[src/rtl/cam_update_if.sv]
// Request handshake and slice-RAM bus of the CAM update engine.
// The clear_req signal exists only when CAM_UPDATE_CLEAR_EN is defined.
`timescale 1ns / 1ps

interface cam_update_if #(
    parameter int unsigned Depth      = 64,
    parameter int unsigned KeyWidth   = 24,
    parameter int unsigned SliceWidth = 6
);
    localparam int unsigned NumSlices = KeyWidth / SliceWidth;
    localparam int unsigned IdxWidth  = $clog2(Depth);

    logic                                req_valid;
    logic                                req_ready;
    logic                                req_op;
    logic [IdxWidth-1:0]                 req_idx;
    logic [KeyWidth-1:0]                 req_key;
    logic [SliceWidth-1:0]               ram_addr;
    logic                                ram_wen;
    logic [NumSlices-1:0][Depth-1:0]     ram_rdata;
    logic [NumSlices-1:0][Depth-1:0]     ram_wdata;
    logic                                busy;
    logic                                done;
`ifdef CAM_UPDATE_CLEAR_EN
    logic                                clear_req;
`endif

    // Requester / RAM side
    modport master (
`ifdef CAM_UPDATE_CLEAR_EN
        output clear_req,
`endif
        output req_valid, req_op, req_idx, req_key, ram_rdata,
        input  req_ready, ram_addr, ram_wen, ram_wdata, busy, done
    );

    // Engine side
    modport slave (
`ifdef CAM_UPDATE_CLEAR_EN
        input  clear_req,
`endif
        input  req_valid, req_op, req_idx, req_key, ram_rdata,
        output req_ready, ram_addr, ram_wen, ram_wdata, busy, done
    );
endinterface

[src/rtl/cam_update_engine.sv]
// Sliced-RAM CAM update engine: sweeps every slice-RAM address once per request,
// read-modify-writing the target entry's bit in each slice (set where the key
// slice equals the address on insert, cleared everywhere else).
// Optional feature: define CAM_UPDATE_CLEAR_EN to add clear_req, which runs a
// sweep writing zero to every word of every slice.
`timescale 1ns / 1ps

module cam_update_engine #(
    parameter int unsigned Depth      = 64,
    parameter int unsigned KeyWidth   = 24,
    parameter int unsigned SliceWidth = 6
) (
    input  logic         clk,
    input  logic         rst,
    cam_update_if.slave  bus
);
    localparam int unsigned NumSlices = KeyWidth / SliceWidth;
    localparam int unsigned IdxWidth  = $clog2(Depth);

    typedef enum logic [1:0] {StIdle, StSweep, StDone} state_e;

    state_e                state_q, state_d;
    logic [SliceWidth-1:0] cnt_q, cnt_d;
    logic                  op_q, op_d;
    logic [IdxWidth-1:0]   idx_q, idx_d;
    logic [KeyWidth-1:0]   key_q, key_d;
`ifdef CAM_UPDATE_CLEAR_EN
    logic                  clr_q, clr_d;
`endif

    // State, sweep counter and latched request
    always_ff @(posedge clk or posedge rst) begin
        if (rst) begin
            state_q <= StIdle;
            cnt_q   <= '0;
            op_q    <= 1'b0;
            idx_q   <= '0;
            key_q   <= '0;
`ifdef CAM_UPDATE_CLEAR_EN
            clr_q   <= 1'b0;
`endif
        end else begin
            state_q <= state_d;
            cnt_q   <= cnt_d;
            op_q    <= op_d;
            idx_q   <= idx_d;
            key_q   <= key_d;
`ifdef CAM_UPDATE_CLEAR_EN
            clr_q   <= clr_d;
`endif
        end
    end

    // Next-state logic and all bus outputs
    always_comb begin
        state_d       = state_q;
        cnt_d         = cnt_q;
        op_d          = op_q;
        idx_d         = idx_q;
        key_d         = key_q;
`ifdef CAM_UPDATE_CLEAR_EN
        clr_d         = clr_q;
`endif
        bus.req_ready = 1'b0;
        bus.ram_addr  = '0;
        bus.ram_wen   = 1'b0;
        bus.ram_wdata = '0;
        bus.busy      = 1'b0;
        bus.done      = 1'b0;

        unique case (state_q)
            StIdle: begin
`ifdef CAM_UPDATE_CLEAR_EN
                // Clear wins: the request is simply not ready this cycle
                bus.req_ready = ~bus.clear_req;
                if (bus.clear_req) begin
                    clr_d   = 1'b1;
                    cnt_d   = '0;
                    state_d = StSweep;
                end else if (bus.req_valid) begin
                    clr_d   = 1'b0;
                    op_d    = bus.req_op;
                    idx_d   = bus.req_idx;
                    key_d   = bus.req_key;
                    cnt_d   = '0;
                    state_d = StSweep;
                end
`else
                bus.req_ready = 1'b1;
                if (bus.req_valid) begin
                    op_d    = bus.req_op;
                    idx_d   = bus.req_idx;
                    key_d   = bus.req_key;
                    cnt_d   = '0;
                    state_d = StSweep;
                end
`endif
            end
            StSweep: begin
                bus.busy     = 1'b1;
                bus.ram_wen  = 1'b1;
                bus.ram_addr = cnt_q;
                for (int unsigned s = 0; s < NumSlices; s++) begin
                    bus.ram_wdata[s]        = bus.ram_rdata[s];
                    bus.ram_wdata[s][idx_q] = op_q &&
                        (key_q[s*SliceWidth +: SliceWidth] == cnt_q);
                end
`ifdef CAM_UPDATE_CLEAR_EN
                if (clr_q) begin
                    bus.ram_wdata = '0;
                end
`endif
                // Last address: leave without wrapping into a second pass
                if (&cnt_q) begin
                    cnt_d   = '0;
                    state_d = StDone;
                end else begin
                    cnt_d = cnt_q + 1'b1;
                end
            end
            StDone: begin
                bus.busy = 1'b1;
                bus.done = 1'b1;
                state_d  = StIdle;
            end
            default: begin
                state_d = StIdle;
            end
        endcase
    end
endmodule
[src/flat_wrapper.sv]
// flat-port wrapper written by rule: the top's interface ports become plain ports
module cam_update_engine_flat 
#(
    parameter int unsigned Depth      = 64,
    parameter int unsigned KeyWidth   = 24,
    parameter int unsigned SliceWidth = 6
)
  (clk, rst, bus_req_valid, bus_req_op, bus_req_idx, bus_req_key, bus_ram_rdata, bus_req_ready, bus_ram_addr, bus_ram_wen, bus_ram_wdata, bus_busy, bus_done);
  cam_update_if #(.Depth(Depth), .KeyWidth(KeyWidth), .SliceWidth(SliceWidth)) bus_i ();
  input  logic clk;
  input  logic rst;
  input wire logic [$bits(bus_i.req_valid)-1:0] bus_req_valid;
  input wire logic [$bits(bus_i.req_op)-1:0] bus_req_op;
  input wire logic [$bits(bus_i.req_idx)-1:0] bus_req_idx;
  input wire logic [$bits(bus_i.req_key)-1:0] bus_req_key;
  input wire logic [$bits(bus_i.ram_rdata)-1:0] bus_ram_rdata;
  output wire logic [$bits(bus_i.req_ready)-1:0] bus_req_ready;
  output wire logic [$bits(bus_i.ram_addr)-1:0] bus_ram_addr;
  output wire logic [$bits(bus_i.ram_wen)-1:0] bus_ram_wen;
  output wire logic [$bits(bus_i.ram_wdata)-1:0] bus_ram_wdata;
  output wire logic [$bits(bus_i.busy)-1:0] bus_busy;
  output wire logic [$bits(bus_i.done)-1:0] bus_done;
  assign bus_i.req_valid = bus_req_valid;
  assign bus_i.req_op = bus_req_op;
  assign bus_i.req_idx = bus_req_idx;
  assign bus_i.req_key = bus_req_key;
  assign bus_i.ram_rdata = bus_ram_rdata;
  assign bus_req_ready = bus_i.req_ready;
  assign bus_ram_addr = bus_i.ram_addr;
  assign bus_ram_wen = bus_i.ram_wen;
  assign bus_ram_wdata = bus_i.ram_wdata;
  assign bus_busy = bus_i.busy;
  assign bus_done = bus_i.done;
  cam_update_engine #(.Depth(Depth), .KeyWidth(KeyWidth), .SliceWidth(SliceWidth)) u_core (.clk(clk), .rst(rst), .bus(bus_i));
endmodule
[config.mk]
export PLATFORM = sky130hd
export DESIGN_NAME = cam_update_engine_flat
export DESIGN_NICKNAME = d
export VERILOG_FILES = /design/src/rtl/cam_update_if.sv /design/src/rtl/cam_update_engine.sv /design/src/flat_wrapper.sv
export SDC_FILE = /design/constraint.sdc
export NUM_CORES = 1
export LEC_CHECK = 0
export BUFFER_PORTS_ARGS = -buffer_cell sky130_fd_sc_hd__buf_4
export CAP_MARGIN = 40
export CORE_AREA = 2 2 215 217
export CTS_BUF_LIST = sky130_fd_sc_hd__clkbuf_8
export CTS_CLUSTER_DIAMETER = 40
export DETAILED_ROUTE_END_ITERATION = 7
export DIE_AREA = 0 0 217 219
export PLACE_DENSITY = 0.37
export RECOVER_POWER = 50
export SLEW_MARGIN = 15
export SYNTH_ARGS = -nofsm -noshare
export SYNTH_HDL_FRONTEND = slang
export SYNTH_SLANG_ARGS = --single-unit
[constraint.sdc]
create_clock -name clk -period 2 [get_ports clk]
set_input_delay 0.2 -clock clk [delete_from_list [all_inputs] [get_ports clk]]
set_output_delay 0.2 -clock clk [all_outputs]
set_load 0.02 [all_outputs]
Word-level counts from Yosys, hierarchy flattened
Cells that the tools add are included.
Widths: inputs -> output; s select.
- add/subtract/negate cells: 1
- $lt $le $gt $ge: 2
- reductions and logical operators: 12
- eq/ne operators: 8
- muxes and demuxes: 18
- operators with widths (kind ; number):
    $bwmux 64 ; 4
    $mux 256 ; 1
    $eq 6x6->1 ; 4
    $mux 6 ; 3
    $pmux 6 s2 ; 1
    $lt 6x7->1 const B ; 1
    $add 6x1->6 const B ; 1
    $demux 1 s6 ; 1
    $ge 6x1->1 const B ; 1
    $reduce_and 2->1 ; 3
    $reduce_and 6->1 ; 1
    $logic_and 1x1->1 ; 5
    $mux 1 ; 5
    $mux 2 ; 2
    $pmux 2 s2 ; 1
    $eq 2x1->1 const B ; 1
    $eq 2x2->1 const B ; 1
    $logic_not 2->1 ; 1
    $ne 2x1->1 const B ; 1
    $ne 2x2->1 const B ; 1
    $reduce_bool 2->1 ; 1
    $reduce_or 2->1 ; 1
- output and inout bits: 266
- logic and storage cells: 46
- bits of input ports: 290
- register bits: 39

Logic depth before layout (Yosys ltp)
- word-level depth: 6
- depth in mapped cells: 7
- gate-level depth less buffers: 6

Worst setup path before layout
Ideal clock, no wire load.
- kind: reg-to-output
- start point: reg u_core.state_q[1]
- end point: out bus_ram_wdata[100]
- data required time: 1.800 ns
- cell stages (with the launch flop): 8
- path slack: -0.281 ns
- data arrival time: 2.081 ns
- path buffers: 3
- cell sequence: dfrtp_1 -> inv_1 -> ha_1 -> clkbuf_1 -> clkbuf_1 -> clkbuf_1 -> nand2_1 -> o22ai_1
- longest elaborated chain between the ends: 2
- RTL lines (what ; line ; text):
    start, declared ; cam_update_engine.sv:22 ; state_e state_q, state_d;
    start signal, assigned ; cam_update_engine.sv:34 ; state_q <= StIdle;
    start signal, assigned ; cam_update_engine.sv:43 ; state_q <= state_d;
    $eq 2x1->1 ; cam_update_engine.sv:71 ; unique case (state_q)
    $mux 256 ; cam_update_engine.sv:71 ;
    end, declared ; flat_wrapper.sv:20 ; output wire logic [$bits(bus_i.ram_wdata)-1:0] bus_ram_wdata;
Every way passes these cells.

Final worst setup path
- start point: reg u_core.cnt_q[5]
- end point: out bus_ram_wdata[255]
- longest elaborated chain between the ends: 4
- RTL lines (what ; line ; text):
    start, declared ; cam_update_engine.sv:23 ; logic [SliceWidth-1:0] cnt_q, cnt_d;
    start signal, assigned ; cam_update_engine.sv:44 ; cnt_q <= cnt_d;
    $eq 6x6->1 ; cam_update_engine.sv:106 ; (key_q[s*SliceWidth +: SliceWidth] == cnt_q);
    $logic_and 1x1->1 ; cam_update_engine.sv:105 ; bus.ram_wdata[s][idx_q] = op_q &&
    $bwmux 64 ; cam_update_engine.sv:105 ;
    $mux 256 ; cam_update_engine.sv:71 ;
Every way passes these cells.

==> impl_metrics.csv <==
group,metric,value,unit
run_status,status,"finished, violations left",
run_status,violations,"setup timing",
timing,finalHoldViolCount,0,
timing,skew,0.009576,ns
synthesis,ys_ff_latch,39,
timing,setup_slack,-0.4534,ns
final_layout,drive_gt1_share,71.73,%
synthesis,synth-main-ff-cell,"dfrtp_1",
cts,clkSlewWorstSetupHoldPaths,0.09,ns
cts,h-tree-depth,2,
cts,cts_buffers,5,
critical_path,cpMostUsedCell,"buf_4",
global_route,grt_max_degree,41,
critical_path,crit_chain,"buf_4 > xor2_1 > or4_4 > buf_12 > o22ai_2 > buf_4",
global_route,grt_usage,17.56,%
critical_path,crit_path_max_fanout,28,
final_layout,layout_common_cells,"569 x buf_4, 288 x nand2_1, 186 x o22ai_2, 116 x buf_6, 69 x o22ai_4",
synthesis,synth_seq_area_share,17.66,%
power,p_leak,6.066,nW
drt,num_vias,9484,
synthesis,synth_top_area_share,28.98,%
synthesis,synth.area.top_cells,"o22ai_1 29%, nand2_1 22%, dfrtp_1 18%",
synthesis,synth_nets,1191,
job,drv_cap,0,
synthesis,syn-mean-instance-area,6.168,sq um
worst_hold_path,hold_depth,2,
global_route,grt_first_pass_wirelength,64200,um
timing,worstMarginPinSlew,1.072,ns
cts,insertion_delay,0.31,ns
place,preCtsSetupSlack,-0.1744,ns
critical_path,arrival,2.25,ns
critical_path,crit_path_top_delay_cell,"or4_4",
place,dp.cells,2119,
timing,final-max-slew-violation-count,0,
power,finalPower,16.72,mW
cts,clockBufferDepth,2,
drt,ant_nets,0,
final_layout,fillerInstances,4815,
worst_hold_path,hold_class,"input port to flip-flop",
synthesis,synth-edff-count,0,
synthesis,syn-cell-area,5527,sq um
die,initial_utilization,12.26,%
synthesis,async_flop_share,100.0,%
place,io_buffers,555,
timing,finalCritPeriodShare,122.7,%
critical_path,crit_path_max_incr_delay,0.58,ns
place,place_congestion,0.8475,
synthesis,synth_top_area_cell,"o22ai_1",
drt,drc,0,
timing,holdWs,0.1200,ns
critical_path,startpoint_type,"flip-flop",
critical_path,r2r_end,"u_core.cnt_q[0]",
critical_path,path_buf_inv,3,
power,vdd_drop_max,0.4423,mV
synthesis,synthCells,896,
die,coreArea,45090,sq um
synthesis,synth_cell_types,37,
final_layout,fin_cells,2143,
critical_path,worstReg2RegStart,"u_core.cnt_q[0]",
timing,rsz0062_at_grt,"yes",
place,place_hpwl,35960,um
worst_hold_path,hold_end,"u_core.key_q[14]",
timing,max_slew_margin,28.52,%
power,power_density,1134,nW/um^2
cts,holdBufCountCts,0,
timing,setup_viol,257,
critical_path,crit_path_end_kind,"output port",
die,dieWidth,217,um
drt,drt_iter0_markers,405,
drt,postRouteWirelength,45130,um
critical_path,r2r_cells,7,
drt,dr.pass1.iters,7,
die,dieArea,47520,sq um
critical_path,path_depth,6,
cts,cts_tree,"built",
die,fp.dieH,219,um
die,io_pins,556,
global_route,grt_pass1_vias,9897,
die,core.rowCount,78,
worst_hold_path,hp-start,"bus_req_key[14]",
critical_path,rrSetupSlack,0.16,ns
final_layout,final_common_cell,"buf_4",
final_layout,num-nets-final,1836,
critical_path,crit_family,"simple AND/OR/NAND/NOR gates",
cts,cts-root-buf,"clkbuf_8",
drt,viasPerCell,4.426,
cts,numClockSinks,39,
global_route,grt_overflow_total,0,
synthesis,ys_warn_count,0,
timing,finalCriticalPeriod,2.453,ns
final_layout,area_delta_synth_final,166.8,%
timing,fmax,407.6,MHz
global_route,antenna_found_initial,1,
critical_path,critical_path_class,"flip-flop to output port",
critical_path,worstPathRequired,1.80,ns
drt,detail_route.wl_per_cell,21.06,um
==> flip-flops by register name, summed over array words and instances, names as in the netlist <==
name	flops
u_core.state_q	2
u_core.cnt_q	6
u_core.idx_q	6
u_core.op_q	1
u_core.key_q	24
==> through the flow <==
step                utilization [%]  area, sq um  setup TNS [ns]
floorplan                         -         7199          -6.172
finish                        32.70        14740          -97.26
global placement              29.37        13240          -19.39
detailed placement            29.37        13240          -19.27
CTS                           31.17        14050          -97.35
global route                  32.70        14740         -118.46
==> kinds of logic (layout without fill, tap and decap cells) <==
kind of cell	Yosys count	count (layout)	share of synthesized area, %
adder cells (fa/ha/maj)	5	5	1.132
XOR/XNOR	26	26	4.120
multiplexers	34	34	6.883
other	0	1	0
AND/OR/NAND/NOR	436	436	33.10
buffers and inverters	90	736	6.882
flip-flops	39	39	17.66
AO/OA/AOI/OAI	266	266	30.22
==> cell type report <==
class / count / area (sq um) / area share, %
antenna: 1 / 2.502 / 0.01697
tap: 600 / 750.7 / 5.092
multi-input combinational: 767 / 6589 / 44.69
clock inverter: 3 / 46.29 / 0.3140
timing repair buffer: 723 / 6284 / 42.62
clock buffer: 5 / 68.82 / 0.4667
sequential: 39 / 984.7 / 6.679
inverter: 5 / 18.77 / 0.1273
==> Yosys cell counts (2+ instances only) <==
cell,number
or4_1,4
inv_1,5
and2_1,6
nand3_1,2
nand4bb_1,6
nor2_2,8
o22ai_1,256
or4b_1,3
o21ai_0,3
xor2_1,12
nand2b_1,3
o311ai_0,2
ha_1,5
mux2_2,32
clkbuf_1,50
xnor2_1,14
nand4_1,5
mux2i_1,2
buf_2,34
nand2_1,324
nor2_1,62
nand3b_1,2
dfrtp_1,39
nand4b_1,4
==> per-layer routing <==
| layer | global-route usage, % | share of wire (%) | vias up |
|---|---|---|---|
| met4 | 2.329 | 1.3 | 0 |
| met3 | 3.063 | 5.5 | 27 |
| met1 | 21.26 | 41 | 4593 |
| met5 | 0 | 0 | - |
| li1 | - | - | 4541 |
| met2 | 32.92 | 52 | 323 |
==> worst max-delay path by stage <==
stage / start / slack [ns] / endpoint
after global routing: u_core.cnt_q[2] / -0.55 / bus_ram_wdata[39]
after CTS: u_core.cnt_q[3] / -0.47 / bus_ram_wdata[15]
after detailed placement: u_core.idx_q[3] / -0.17 / bus_ram_wdata[34]
final: u_core.cnt_q[5] / -0.45 / bus_ram_wdata[255]
after floorplan: u_core.state_q[1] / -0.13 / bus_ram_wdata[57]
after global placement: u_core.cnt_q[4] / -0.17 / bus_ram_wdata[132]
==> power by group <==
| part | leakage, nW | switching (mW) | internal (mW) | total [mW] |
|---|---|---|---|---|
| clock | 0.0548 | 0.329 | 0.376 | 0.705 |
| combinational | 5.55 | 7.84 | 6.63 | 14.5 |
| sequential | 0.461 | 0.389 | 1.16 | 1.55 |
| total | 6.07 | 8.56 | 8.17 | 16.7 |
==> what timing repair did <==
action                                  CTS  global route
endpoints found under the setup margin  257           260
gates resized for setup                 166           101
cloned                                    1             3
pin swaps                                11             4
setup buffers                             3            10
(Power assumes the default switching activity.)
